===== config.mk =====
export PLATFORM = sky130hd
export DESIGN_NAME = ram_row_select_ctrl
export DESIGN_NICKNAME = d
export VERILOG_FILES = /design/src/rtl/ram_row_select_ctrl_pkg.sv /design/src/rtl/onehot_decoder.sv /design/src/rtl/ram_row_select_ctrl.sv
export SDC_FILE = /design/constraint.sdc
export NUM_CORES = 1
export LEC_CHECK = 0
export CAP_MARGIN = 25
export CELL_PAD_IN_SITES_DETAIL_PLACEMENT = 1
export CELL_PAD_IN_SITES_GLOBAL_PLACEMENT = 1
export CORE_AREA = 2 2 117 119
export DETAILED_ROUTE_END_ITERATION = 6
export DIE_AREA = 0 0 119 121
export MAX_ROUTING_LAYER = met4
export PLACE_DENSITY = 0.64
export SYNTH_ARGS = -nofsm -noshare
export SYNTH_HDL_FRONTEND = slang
export SYNTH_HIERARCHICAL = 1
export SYNTH_SLANG_ARGS = --single-unit

===== constraint.sdc =====
create_clock -name clk -period 2.8 [get_ports clk]
set_input_delay 0.56 -clock clk [delete_from_list [all_inputs] [get_ports clk]]
set_output_delay 0.56 -clock clk [all_outputs]
set_load 0.02 [all_outputs]

===== src/rtl/ram_row_select_ctrl_pkg.sv =====
// ============================================================================
// Module      : ram_row_select_ctrl_pkg
// Description : Shared mode encodings, address width default and depth helper
//               for the RAM row-select controller.
// Revision    : 1.0 - initial release
// ============================================================================
`default_nettype none

package ram_row_select_ctrl_pkg;

    typedef enum logic {
        MODE_DIRECT = 1'b0,
        MODE_AUTO   = 1'b1
    } mode_e;

    localparam int ADDR_W_DEFAULT = 5;

    function automatic int depth_of(input int aw);
        return 1 << aw;
    endfunction

endpackage

`default_nettype wire


===== src/rtl/onehot_decoder.sv =====
// ============================================================================
// Module      : onehot_decoder
// Description : Enable-gated binary to one-hot decoder; output is all-zero
//               while en is low.
// Revision    : 1.0 - initial release
// ============================================================================
`default_nettype none

module onehot_decoder #(
    parameter int IN_W = 3
) (
    input  logic [IN_W-1:0]      sel,
    input  logic                 en,
    output logic [(2**IN_W)-1:0] out
);

    always_comb begin
        out = '0;
        if (en) begin
            out[sel] = 1'b1;
        end
    end

endmodule

`default_nettype wire


===== src/rtl/ram_row_select_ctrl.sv =====
// ============================================================================
// Module      : ram_row_select_ctrl
// Description : Registered one-hot write/read row selects for a RAM word
//               array, with direct-address and auto FIFO-pointer modes.
// Revision    : 1.0 - initial release
// ============================================================================
`default_nettype none

module ram_row_select_ctrl
    import ram_row_select_ctrl_pkg::*;
#(
    parameter int ADDR_W = ADDR_W_DEFAULT
) (
    input  logic                           clk,
    input  logic                           rst,
    input  logic                           mode,
    input  logic                           wr_req,
    input  logic                           rd_req,
    input  logic [ADDR_W-1:0]              wr_addr,
    input  logic [ADDR_W-1:0]              rd_addr,
    output logic [depth_of(ADDR_W)-1:0]    wr_sel,
    output logic [depth_of(ADDR_W)-1:0]    rd_sel,
    output logic                           wr_ack,
    output logic                           rd_ack,
    output logic [ADDR_W-1:0]              wr_ptr,
    output logic [ADDR_W-1:0]              rd_ptr,
    output logic [ADDR_W:0]                count,
    output logic                           full,
    output logic                           empty,
    output logic                           ovf_err,
    output logic                           udf_err
);

    localparam int                DEPTH      = depth_of(ADDR_W);
    localparam logic [ADDR_W:0]   FULL_COUNT = (ADDR_W+1)'(DEPTH);
    localparam logic [ADDR_W:0]   CNT_ONE    = (ADDR_W+1)'(1);
    localparam logic [ADDR_W-1:0] PTR_ONE    = ADDR_W'(1);
    localparam int                PATH_WR    = 0;
    localparam int                PATH_RD    = 1;

    // ------------------------------------------------------------------
    // Registered state
    // ------------------------------------------------------------------
    logic [DEPTH-1:0]  wr_sel_q,  wr_sel_d;
    logic [DEPTH-1:0]  rd_sel_q,  rd_sel_d;
    logic              wr_ack_q,  wr_ack_d;
    logic              rd_ack_q,  rd_ack_d;
    logic [ADDR_W-1:0] wr_ptr_q,  wr_ptr_d;
    logic [ADDR_W-1:0] rd_ptr_q,  rd_ptr_d;
    logic [ADDR_W:0]   count_q,   count_d;
    logic              full_q,    full_d;
    logic              empty_q,   empty_d;
    logic              ovf_err_q, ovf_err_d;
    logic              udf_err_q, udf_err_d;

    // Per-path decode request: index PATH_WR / PATH_RD
    logic [1:0][ADDR_W-1:0] w_row;
    logic [1:0]             w_go;
    logic [1:0][DEPTH-1:0]  w_dec;

    logic w_auto;
    logic w_wr_acc;
    logic w_rd_acc;

    assign w_auto = (mode_e'(mode) == MODE_AUTO);

    // ------------------------------------------------------------------
    // Acceptance, pointer and occupancy update
    // ------------------------------------------------------------------
    always_comb begin
        w_wr_acc  = 1'b0;
        w_rd_acc  = 1'b0;
        w_row     = '0;
        w_go      = '0;
        wr_ptr_d  = wr_ptr_q;
        rd_ptr_d  = rd_ptr_q;
        count_d   = count_q;
        ovf_err_d = ovf_err_q;
        udf_err_d = udf_err_q;

        if (w_auto) begin
            // A read frees a row in the same cycle, so a full FIFO still
            // accepts a write that arrives together with a read.
            w_rd_acc = rd_req && !empty_q;
            w_wr_acc = wr_req && (!full_q || rd_req);
            w_row[PATH_WR] = wr_ptr_q;
            w_row[PATH_RD] = rd_ptr_q;

            if (w_wr_acc) begin
                wr_ptr_d = wr_ptr_q + PTR_ONE;
            end
            if (w_rd_acc) begin
                rd_ptr_d = rd_ptr_q + PTR_ONE;
            end

            case ({w_wr_acc, w_rd_acc})
                2'b10:   count_d = count_q + CNT_ONE;
                2'b01:   count_d = count_q - CNT_ONE;
                default: count_d = count_q;
            endcase

            if (wr_req && !w_wr_acc) begin
                ovf_err_d = 1'b1;
            end
            if (rd_req && !w_rd_acc) begin
                udf_err_d = 1'b1;
            end
        end else begin
            w_wr_acc = wr_req;
            w_rd_acc = rd_req;
            w_row[PATH_WR] = wr_addr;
            w_row[PATH_RD] = rd_addr;
        end

        w_go[PATH_WR] = w_wr_acc;
        w_go[PATH_RD] = w_rd_acc;

        full_d   = (count_d == FULL_COUNT);
        empty_d  = (count_d == '0);
        wr_ack_d = w_wr_acc;
        rd_ack_d = w_rd_acc;
    end

    // ------------------------------------------------------------------
    // Two-level row decode: upper bits pick a bank of 8 rows, the low three
    // bits pick the row inside the bank.
    // ------------------------------------------------------------------
    for (genvar p = 0; p < 2; p++) begin : g_path
        if (ADDR_W > 3) begin : g_predec
            localparam int PRE_W = ADDR_W - 3;
            localparam int NGRP  = 2 ** PRE_W;

            logic [NGRP-1:0] w_grp_en;

            onehot_decoder #(
                .IN_W (PRE_W)
            ) u_predec (
                .sel (w_row[p][ADDR_W-1:3]),
                .en  (w_go[p]),
                .out (w_grp_en)
            );

            for (genvar g = 0; g < NGRP; g++) begin : g_bank
                onehot_decoder #(
                    .IN_W (3)
                ) u_dec8 (
                    .sel (w_row[p][2:0]),
                    .en  (w_grp_en[g]),
                    .out (w_dec[p][g*8 +: 8])
                );
            end
        end else begin : g_flat
            onehot_decoder #(
                .IN_W (3)
            ) u_dec8 (
                .sel (w_row[p]),
                .en  (w_go[p]),
                .out (w_dec[p])
            );
        end
    end

    assign wr_sel_d = w_dec[PATH_WR];
    assign rd_sel_d = w_dec[PATH_RD];

    // ------------------------------------------------------------------
    // State register
    // ------------------------------------------------------------------
    always_ff @(posedge clk) begin
        if (rst) begin
            wr_sel_q  <= '0;
            rd_sel_q  <= '0;
            wr_ack_q  <= 1'b0;
            rd_ack_q  <= 1'b0;
            wr_ptr_q  <= '0;
            rd_ptr_q  <= '0;
            count_q   <= '0;
            full_q    <= 1'b0;
            empty_q   <= 1'b1;
            ovf_err_q <= 1'b0;
            udf_err_q <= 1'b0;
        end else begin
            wr_sel_q  <= wr_sel_d;
            rd_sel_q  <= rd_sel_d;
            wr_ack_q  <= wr_ack_d;
            rd_ack_q  <= rd_ack_d;
            wr_ptr_q  <= wr_ptr_d;
            rd_ptr_q  <= rd_ptr_d;
            count_q   <= count_d;
            full_q    <= full_d;
            empty_q   <= empty_d;
            ovf_err_q <= ovf_err_d;
            udf_err_q <= udf_err_d;
        end
    end

    assign wr_sel  = wr_sel_q;
    assign rd_sel  = rd_sel_q;
    assign wr_ack  = wr_ack_q;
    assign rd_ack  = rd_ack_q;
    assign wr_ptr  = wr_ptr_q;
    assign rd_ptr  = rd_ptr_q;
    assign count   = count_q;
    assign full    = full_q;
    assign empty   = empty_q;
    assign ovf_err = ovf_err_q;
    assign udf_err = udf_err_q;

endmodule

`default_nettype wire


# Yosys cells after proc, flatten, opt, wreduce, memory -nomap -nowiden
# Cells that the tools add are included.
# totals
ff_bits	86
in_bits	15
out_inout_bits	86
# op_classes
add_sub_neg	4
order_cmp	8
eq_ne	3
muxes	15
n_bitwise	8
n_reduce_logical	26
# op_table
cell	count
OR reduction 2 bit	8
one-hot mux 6 bit (2 select lines)	1
adder 5 x 1 -> 5 bit, second input constant	2
2-to-1 mux 10 bit	1
logical AND 1 bit	8
less-than comparator 3 x 4 -> 1 bit, second input constant	2
2-to-1 mux 4 bit	2
inverter 1 bit	8
AND reduction 2 bit	4
adder 6 x 1 -> 6 bit, second input constant	1
demux 1 bit (select 3 bit)	2
== test 6 bit, second input constant	1
greater-or-equal comparator 3 x 1 -> 1 bit, second input constant	2
zero test 6 bit	1
less-than comparator 2 x 3 -> 1 bit, second input constant	2
2-to-1 mux 1 bit	6
2-to-1 mux 6 bit	1
subtractor 6 x 1 -> 6 bit, second input constant	1
demux 1 bit (select 2 bit)	2
greater-or-equal comparator 2 x 1 -> 1 bit, second input constant	2
zero test 1 bit	4
== test 2 x 1 -> 1 bit, second input constant	1
== test 2 bit, second input constant	1
logical OR 1 bit	1

# Depth between registers and ports, before layout
# Gate-level depths: netlist of run 1.
# depth
depth_word	8
ltp_mapped	12

# Modules after synthesis
# The synthesis of run 1 kept the hierarchy.
# modules_own_cells
module	n_inst	cells_per_inst	area_each_um2
ram_row_select_ctrl	1	282	3019.1
onehot_decoder at g_path[0].g_predec.g_bank[0].u_dec8 ...	8	8	96.3
onehot_decoder at g_path[0].g_predec.u_predec ...	2	4	37.5

# Worst setup path after synthesis of run 1
# No wires, ideal clock.
# synth_path
path_kind	input to register
startpoint	input rd_req
endpoint	register empty_q, in the netlist empty
setup_time_ns	0.116
arrival_ns	2.478
required_time_ns	2.684
setup_slack_ns	0.206
stages	10
n_path_buf	1
path_cell_list	nor2b_1 -> nand2b_1 -> ha_1 -> buf_6 -> and4b_1 -> a211o_1 -> a2111oi_2 -> nor4bb_1 -> and3_1 -> a41o_1
# synth_between
elab_chain_cells	6
word_cells_on_any_way	8
cone_classes	eq/ne: 2; mux: 2; reduce/logical: 4
# synth_rtl
element	line_no	source
start, declared	ram_row_select_ctrl.sv:18	input logic rd_req,
logical OR 1 bit	ram_row_select_ctrl.sv:85	w_wr_acc = wr_req && (!full_q || rd_req);
logical AND 1 bit	ram_row_select_ctrl.sv:85	
== test 2 x 1 -> 1 bit or == test 2 bit (tied branches)	ram_row_select_ctrl.sv:96	case ({w_wr_acc, w_rd_acc})
one-hot mux 6 bit (2 select lines) *	ram_row_select_ctrl.sv:96	
2-to-1 mux 6 bit *	ram_row_select_ctrl.sv:81	if (w_auto) begin
zero test 6 bit *	ram_row_select_ctrl.sv:119	empty_d = (count_d == '0);
end signal, assigned	ram_row_select_ctrl.sv:191	empty_q <= empty_d;
end, declared	ram_row_select_ctrl.sv:52	logic empty_q, empty_d;
# Mark *: on every way between the ends. The rest lies on a longest branch, timed or not.
# A chain may end at the register's enable or synchronous reset.

# Worst setup path in the final report of run 1
# Ends and elaborated chain as after synthesis.

==> summary.txt, run 1 <==
Run status
  – Status: finished clean

Timing
  – Slew @ Worst Pin: 0.781 ns
  – Slew HR: 0.479
  – Period utilization: 0.877
  – Worst Skew: 0.00906 ns
  – Fmax achieved: 0.407 GHz
  – Final hold viol count: 0
  – Pins Over Slew Limit: 0
  – Hold_ws: 0.475 ns
  – RSZ-0062 raised after global routing: false
  – Setup-failing EPs final: 0
  – Tmin final: 2.46 ns

Worst hold path
  – Hold Path Class: flip-flop to flip-flop
  – Hold_sp: udf_err$_SDFFE_PP0P_

Clocking
  – Reg clk slew, reported paths: 0.06 ns
  – CTS root buf: clkbuf_16
  – Worst-skew pair later-pin latency: 0.34 ns
  – H-tree levels: 3
  – CTS tree: done
  – Hold-fix buffers, CTS: 0
  – # clock sinks: 86
  – Longest Clk Path Bufs: 2
  – TritonCTS Buffers: 9

Yosys
  – Cells after Synth: 354
  – YS warnings: 6
  – Synth Register Bits: 86
  – Syn_area_per_cell: 10.9 um^2
  – Mapped cell area: 3860 um^2
  – Syn nets: 374
  – FFs w/ async S/R, synth: 0
  – Post-synthesis sequential area ratio: 0.445
  – Netlist cell types: 45
  – EDFF count, synth: 0
  – Ys flop type: dfxtp_1

Final layout
  – Most frequent cells in the layout: clkdlybuf4s50_1, dfxtp_1, nor2b_1
  – ANT cells: 0
  – Nets@finish: 483
  – Final Instance Count excl. Fillers: 644
  – Register area: 1720 um^2
  – P&R area growth vs syn: 41.8%
  – Post-layout instance area: 5480 um^2
  – Fillers: 1426
  – Share of layout cells above drive strength 1: 0.256
  – Final Util: 0.419
  – Commonest non-fill, non-tap cell in the layout: clkdlybuf4s50_1
  – Multi-input combinational cell area: 2080 um^2

Place
  – Dpl cell area: 5110 um^2
  – Global placer's final weighted congestion: 0.817
  – Detail Placement HPWL: 6.68 mm
  – PortBufs: 100
  – Dpl cells: 626

Global routing
  – First-pass GRT wire length: 15.2 mm
  – Total gr overflow: 0
  – Initial antenna violation count: 0
  – GRT Util Overall: 0.137
  – Vias in the first global route: 2958
  – Largest net degree at the start of global routing: 46

Detailed routing
  – 1st-iter DRT viols: 86
  – Antenna viol nets, final: 0
  – DR vias: 3025
  – # DRC: 0
  – WL/cell: 15.0 um
  – Total wire length: 9.63 mm
  – Pre-antenna DRT Iters: 4
  – Via/cell ratio: 4.70

Critical path
  – Worst setup EP type: flip-flop
  – CP startpoint kind: primary input
  – Setup CP Type: primary input to flip-flop
  – R2r setup slk: 0.35 ns
  – Reg2Reg Launch Point: full$_SDFF_PP0_
  – Required @ worst endpoint: 3.03 ns
  – CP Launch Point: rd_req
  – Worst EP arrival: 2.69 ns
  – Crit-path max FO: 5

Die
  – Core Rows: 42
  – Initial core utilization: 0.295
  – # IOs: 101
  – Die width: 119 um
  – Core area: 13100 um^2
  – Die ar.: 14400 um^2
  – Die Ht: 121 um

Pwr
  – Leak: 0.00209 uW
  – Maximum VDD drop: 0.000246 V
  – Power Density: 543 nW/um^2
  – Total power: 2980 uW

Run
  – # Max-Cap Violations: 0
==> cell usage after synthesis (2+ instances only) <==
cell type | number | area (um^2)
mux2_2 | 10 | 113
inv_1 | 2 | 7.51
nor3b_2 | 2 | 25.0
nand2b_1 | 3 | 18.8
and3_2 | 2 | 15.0
xnor2_1 | 4 | 35.0
ha_1 | 5 | 62.6
o31ai_1 | 2 | 15.0
and3_1 | 2 | 12.5
nand4_1 | 4 | 25.0
and4b_1 | 2 | 20.0
buf_6 | 2 | 22.5
and2_1 | 2 | 12.5
xor2_1 | 11 | 96.3
and4bb_2 | 25 | 313
and4b_2 | 24 | 270
nor3_1 | 2 | 10.0
clkbuf_1 | 14 | 52.6
nor2b_1 | 70 | 438
nand3_1 | 5 | 25.0
o21ai_0 | 4 | 20.0
nor4b_2 | 8 | 120
nand2_1 | 9 | 33.8
a31oi_1 | 2 | 12.5
and3b_1 | 4 | 35.0
nor2_1 | 18 | 67.6
mux2i_1 | 2 | 20.0
and4_2 | 8 | 80.1
a21oi_1 | 4 | 20.0
dfxtp_1 | 86 | 1720
a21boi_0 | 2 | 15.0
==> path summary, 6_finish.rpt <==
path	endpoint	cells after the start
setup / recovery	empty$_SDFF_PP1_	10
hold / removal	udf_err$_SDFFE_PP0P_	2
setup reg to reg	full$_SDFF_PP0_	12
hold reg to reg	udf_err$_SDFFE_PP0P_	2
==> final cells by class <==
cell class	instances	area share
Clock inverter	5	0.0151
Tap cell	176	0.0402
Sequential cell	86	0.314
Timing Repair Buffer	115	0.205
Clock buffer	11	0.0443
Multi-Input combinational cell	249	0.379
Inverter	2	0.00137
==> worst max-delay path, cell delays in order <==
cell and delay, ns:
dlymetal6s2s_1 0.14, nor2b_1 0.15, nand2b_1 0.17, ha_2 0.22, and4b_1 0.19, a211o_1 0.34
a2111oi_2 0.40, nor4bb_1 0.09, and3_1 0.18, a41o_1 0.23
==> report_power, final <==
part | leakage [uW] | total, uW | internal, uW | switching (uW)
combinational | 0.00123 | 409 | 188 | 221
clock | 0.000160 | 1280 | 807 | 475
sequential | 0.000695 | 1290 | 1250 | 35.9
total | 0.00209 | 2980 | 2250 | 732
==> stage by stage <==
| stage | setup TNS [ns] | worst slack, ns |
|---|---|---|
| 2_1_floorplan | 0 | 0.206 |
| 3_3_place_gp | -0.819 | -0.264 |
| 3_5_place_dp | -1.52 | -0.429 |
| 4_1_cts | 0 | 0.00865 |
| 5_1_grt | 0 | 0.160 |
| 6_report | 0 | 0.344 |
==> state kept, by name (all words and copies together) (netlist names), 5 cells and up <==
signal and count:
wr_sel 32, rd_sel 32, wr_ptr 5, rd_ptr 5, count 6
==> per-layer routing <==
| layer | global-route usage | part of all wire |
|---|---|---|
| met5 | - | 0 |
| met4 | 0.0513 | 0.015 |
| met3 | 0.0301 | 0.034 |
| met2 | 0.230 | 0.50 |
| met1 | 0.163 | 0.45 |
==> cell families after synthesis <==
group | share of synthesized area
AO/OA/AOI/OAI | 0.0395
XOR/XNOR | 0.0340
multiplexers | 0.0343
flip-flops | 0.445
AND/OR/NAND/NOR | 0.407
adder cells (fa/ha/maj) | 0.0162
buffers and inverters | 0.0233
==> timing repair <==
item                                    4_1_cts  5_1_grt
resized for setup                             6        4
cloned                                        0        0
pin swaps                                     1        5
buffers inserted                              1        1
endpoints found under the setup margin        2        4
No activity file was read; power rests on OpenSTA's default activity.
==> run 2: changes to the inputs <==
- CORE_AREA: 2 2 117 119 -> 2 2 106 108
- DIE_AREA: 0 0 119 121 -> 0 0 108 110
- PLACE_DENSITY: 0.64 -> 0.76
==> run 2 against run 1 <==
Sequential share of layout area grew 0.80 points. Clock power shrank 23%. Fmax shrank 11%. Flip-flop and latch count is the same. Clock skew grew 0.00074 ns. Non-clock buffer count shrank 1. Critical endpoint unchanged. Largest cell class unchanged.
==> summary.txt, run 2 (synthesis results as in run 1) <==
Pwr
  – Net Sw Frac: 0.267 (+0.0214)
  – Maximum VDD drop: 0.000292 V (+19%)
  – Power Internal: 1970 uW (-12%)
  – Power Density: 503 nW/um^2 (-7.4%)
  – Clock share of power: 0.367 (-0.064)
  – Sequential share of power: 0.480 (+0.048)
  – Combinational Power Share: 0.153 (+0.016)
  – NetSw: 719 uW (-1.9%)
  – Leak: 0.00201 uW (-3.7%)

Timing
  – Setup-failing EPs final: 0 (unchanged)
  – Final hold viol count: 0 (unchanged)
  – Final worst slack: 0.0314 ns (-0.313 ns)
  – Slew @ Worst Pin: 0.668 ns (-0.113 ns)
  – Hold_ws: 0.497 ns (+0.0216 ns)
  – Pins Over Slew Limit: 0 (unchanged)
  – Slew HR: 0.555 (+0.0754)
  – Tmin final: 2.77 ns (+0.313 ns)
  – Period utilization: 0.989 (+0.112)
  – Worst Skew: 0.00980 ns (+0.000740 ns)
  – Fmax achieved: 0.361 GHz (-11%)

Detailed routing
  – 1st-iter DRT viols: 73 (-15%)
  – Total wire length: 9.46 mm (-1.8%)
  – Antenna viol nets, final: 0 (unchanged)
  – DR vias: 3027 (+0.066%)
  – Pre-antenna DRT Iters: 4 (unchanged)
  – WL/cell: 15.6 um (+4.1%)
  – Via/cell ratio: 4.99 (+6.2%)
  – # DRC: 0 (unchanged)

Clocking
  – Reg clk slew, reported paths: 0.09 ns (+0.03 ns)
  – # clock sinks: 86 (unchanged)
  – Longest Clk Path Bufs: 2 (unchanged)
  – Worst-skew pair later-pin latency: 0.36 ns (+0.02 ns)
  – CTS tree: done
  – TritonCTS Buffers: 9 (unchanged)
  – H-tree levels: 3 (unchanged)
  – CTS root buf: clkbuf_8

Critical path
  – Crit-path max FO: 6 (+1)
  – Worst setup EP type: flip-flop
  – Setup CP Type: primary input to flip-flop
  – Required @ worst endpoint: 3.07 ns (+0.04 ns)
  – Worst EP arrival: 3.04 ns (+0.35 ns)
  – Worst R2R Path Depth: 9 (-3)
  – CP startpoint kind: primary input

Global routing
  – Global Route met2 Usage: 0.264 (+0.0346)
  – Busiest grt layer: met2
  – Vias in the first global route: 2944 (-0.47%)
  – Largest net degree at the start of global routing: 50 (+8.7%)
  – Initial antenna violation count: 0 (unchanged)
  – Total gr overflow: 0 (unchanged)
  – First-pass GRT wire length: 15.0 mm (-1.8%)
  – GRT met3 Usage: 0.0341 (+0.00402)
  – Met1 Use GR: 0.210 (+0.0474)
  – GRT Util Overall: 0.167 (+0.0296)

Final layout
  – Register area: 1720 um^2 (unchanged)
  – P&R area growth vs syn: 38.3%
  – Multi-input combinational cell area: 2100 um^2 (+1.1%)
  – Fillers: 1179 (-17%)
  – Nets@finish: 482 (-0.21%)
  – Share of layout cells above drive strength 1: 0.255 (-0.00159)
  – Final Util: 0.500 (+0.0807)
  – ANT cells: 0 (unchanged)
  – Most frequent cells in the layout: clkdlybuf4s50_1, dfxtp_1, nor2b_1
  – Commonest non-fill, non-tap cell in the layout: clkdlybuf4s50_1

Die
  – Die ar.: 11900 um^2 (-17%)
  – Die width: 108 um (-9.2%)
  – Die Ht: 110 um (-9.1%)
  – Core Rows: 38 (-9.5%)
  – # IOs: 101 (unchanged)
  – Initial core utilization: 0.361 (+0.0659)
  – Core area: 10700 um^2 (-18%)

Run
  – # Max-Cap Violations: 0 (unchanged)

Place
  – Detail Placement HPWL: 6.43 mm (-3.7%)
  – PortBufs: 100 (unchanged)
  – Pre-CTS WS: -0.437 ns (-0.00871 ns)
  – Global placer's final weighted congestion: 0.783 (-4.2%)

Worst hold path
  – Hold Path Class: flip-flop to flip-flop
  – WHS Path Cells: 2 (unchanged)

Run status
  – Status: finished clean
[run 2: changes by cell type in the layout (fill, tap and decap cells not counted), sizes merged]
cell and delta:
clkdlybuf4s50 +2, inv +1, dlymetal6s2s -2, clkinvlp +1, buf -1, clkinv -2
[run 2: final timing paths]
check / slack (ns) / end / startpoint
hold / removal: 0.50 / udf_err$_SDFFE_PP0P_ / udf_err$_SDFFE_PP0P_
setup reg to reg: 0.31 / empty$_SDFF_PP1_ / full$_SDFF_PP0_
setup / recovery: 0.03 / empty$_SDFF_PP1_ / rd_req
hold reg to reg: 0.50 / udf_err$_SDFFE_PP0P_ / udf_err$_SDFFE_PP0P_
[run 2: timing repair]
| action | in CTS | in global routing |
|---|---|---|
| resized for setup | 2 | 9 |
| hold buffers | 0 | 0 |
| pin swaps | 2 | 5 |
| endpoints found under the setup margin | 2 | 3 |
| buffers inserted | 0 | 1 |
[run 2: power groups by stage]
| stage | combinational (uW) | clock (uW) | sequential, uW |
|---|---|---|---|
| 3_3_place_gp | 380 | 0 | 1320 |
| 5_1_grt | 444 | 1080 | 1300 |
| 2_1_floorplan | 215 | 0 | 1340 |
| 6_report | 410 | 987 | 1290 |
| 3_5_place_dp | 391 | 0 | 1320 |
| 4_1_cts | 398 | 1010 | 1290 |
[run 2: final cells by class]
cell class,instances,share of cell area
multi-input cells,249,0.394
flip-flops and latches,86,0.322
inverters,2,0.00140
well taps,140,0.0328
clock buffers,11,0.0265
repair buffers,114,0.208
clock inverters,5,0.0152
[run 2: through the flow]
stage                     instance area [um^2]  power (uW)  setup TNS (ns)  cells
after global routing                      5340        2820         -0.0351    607
after global placement                    5060        1700          -0.780    590
after floorplan                           3860        1550               0    354
final                                     5340        2690               0    607
after detailed placement                  5060        1710           -1.58    590
after CTS                                 5290        2700               0    606
[run 2: layer usage]
layer  vias to the layer above  wire length (um)  share of wire
met3                        10               319          0.034
met4                         0               159          0.017
met1                      1455              4510           0.48
li1                       1493                 -              -
met2                        69              4470           0.47
met5                         -                 0              0
[run 2: critical path: stages]
cell and delay, ns:
clkdlybuf4s50_1 0.51, nor2b_1 0.07, nand2b_4 0.16, ha_4 0.17, buf_4 0.14, xor2_1 0.15
ha_2 0.22, nor2b_1 0.14, o32ai_1 0.29, o21ai_1 0.14, xor2_1 0.17, buf_4 0.15
a41o_1 0.16
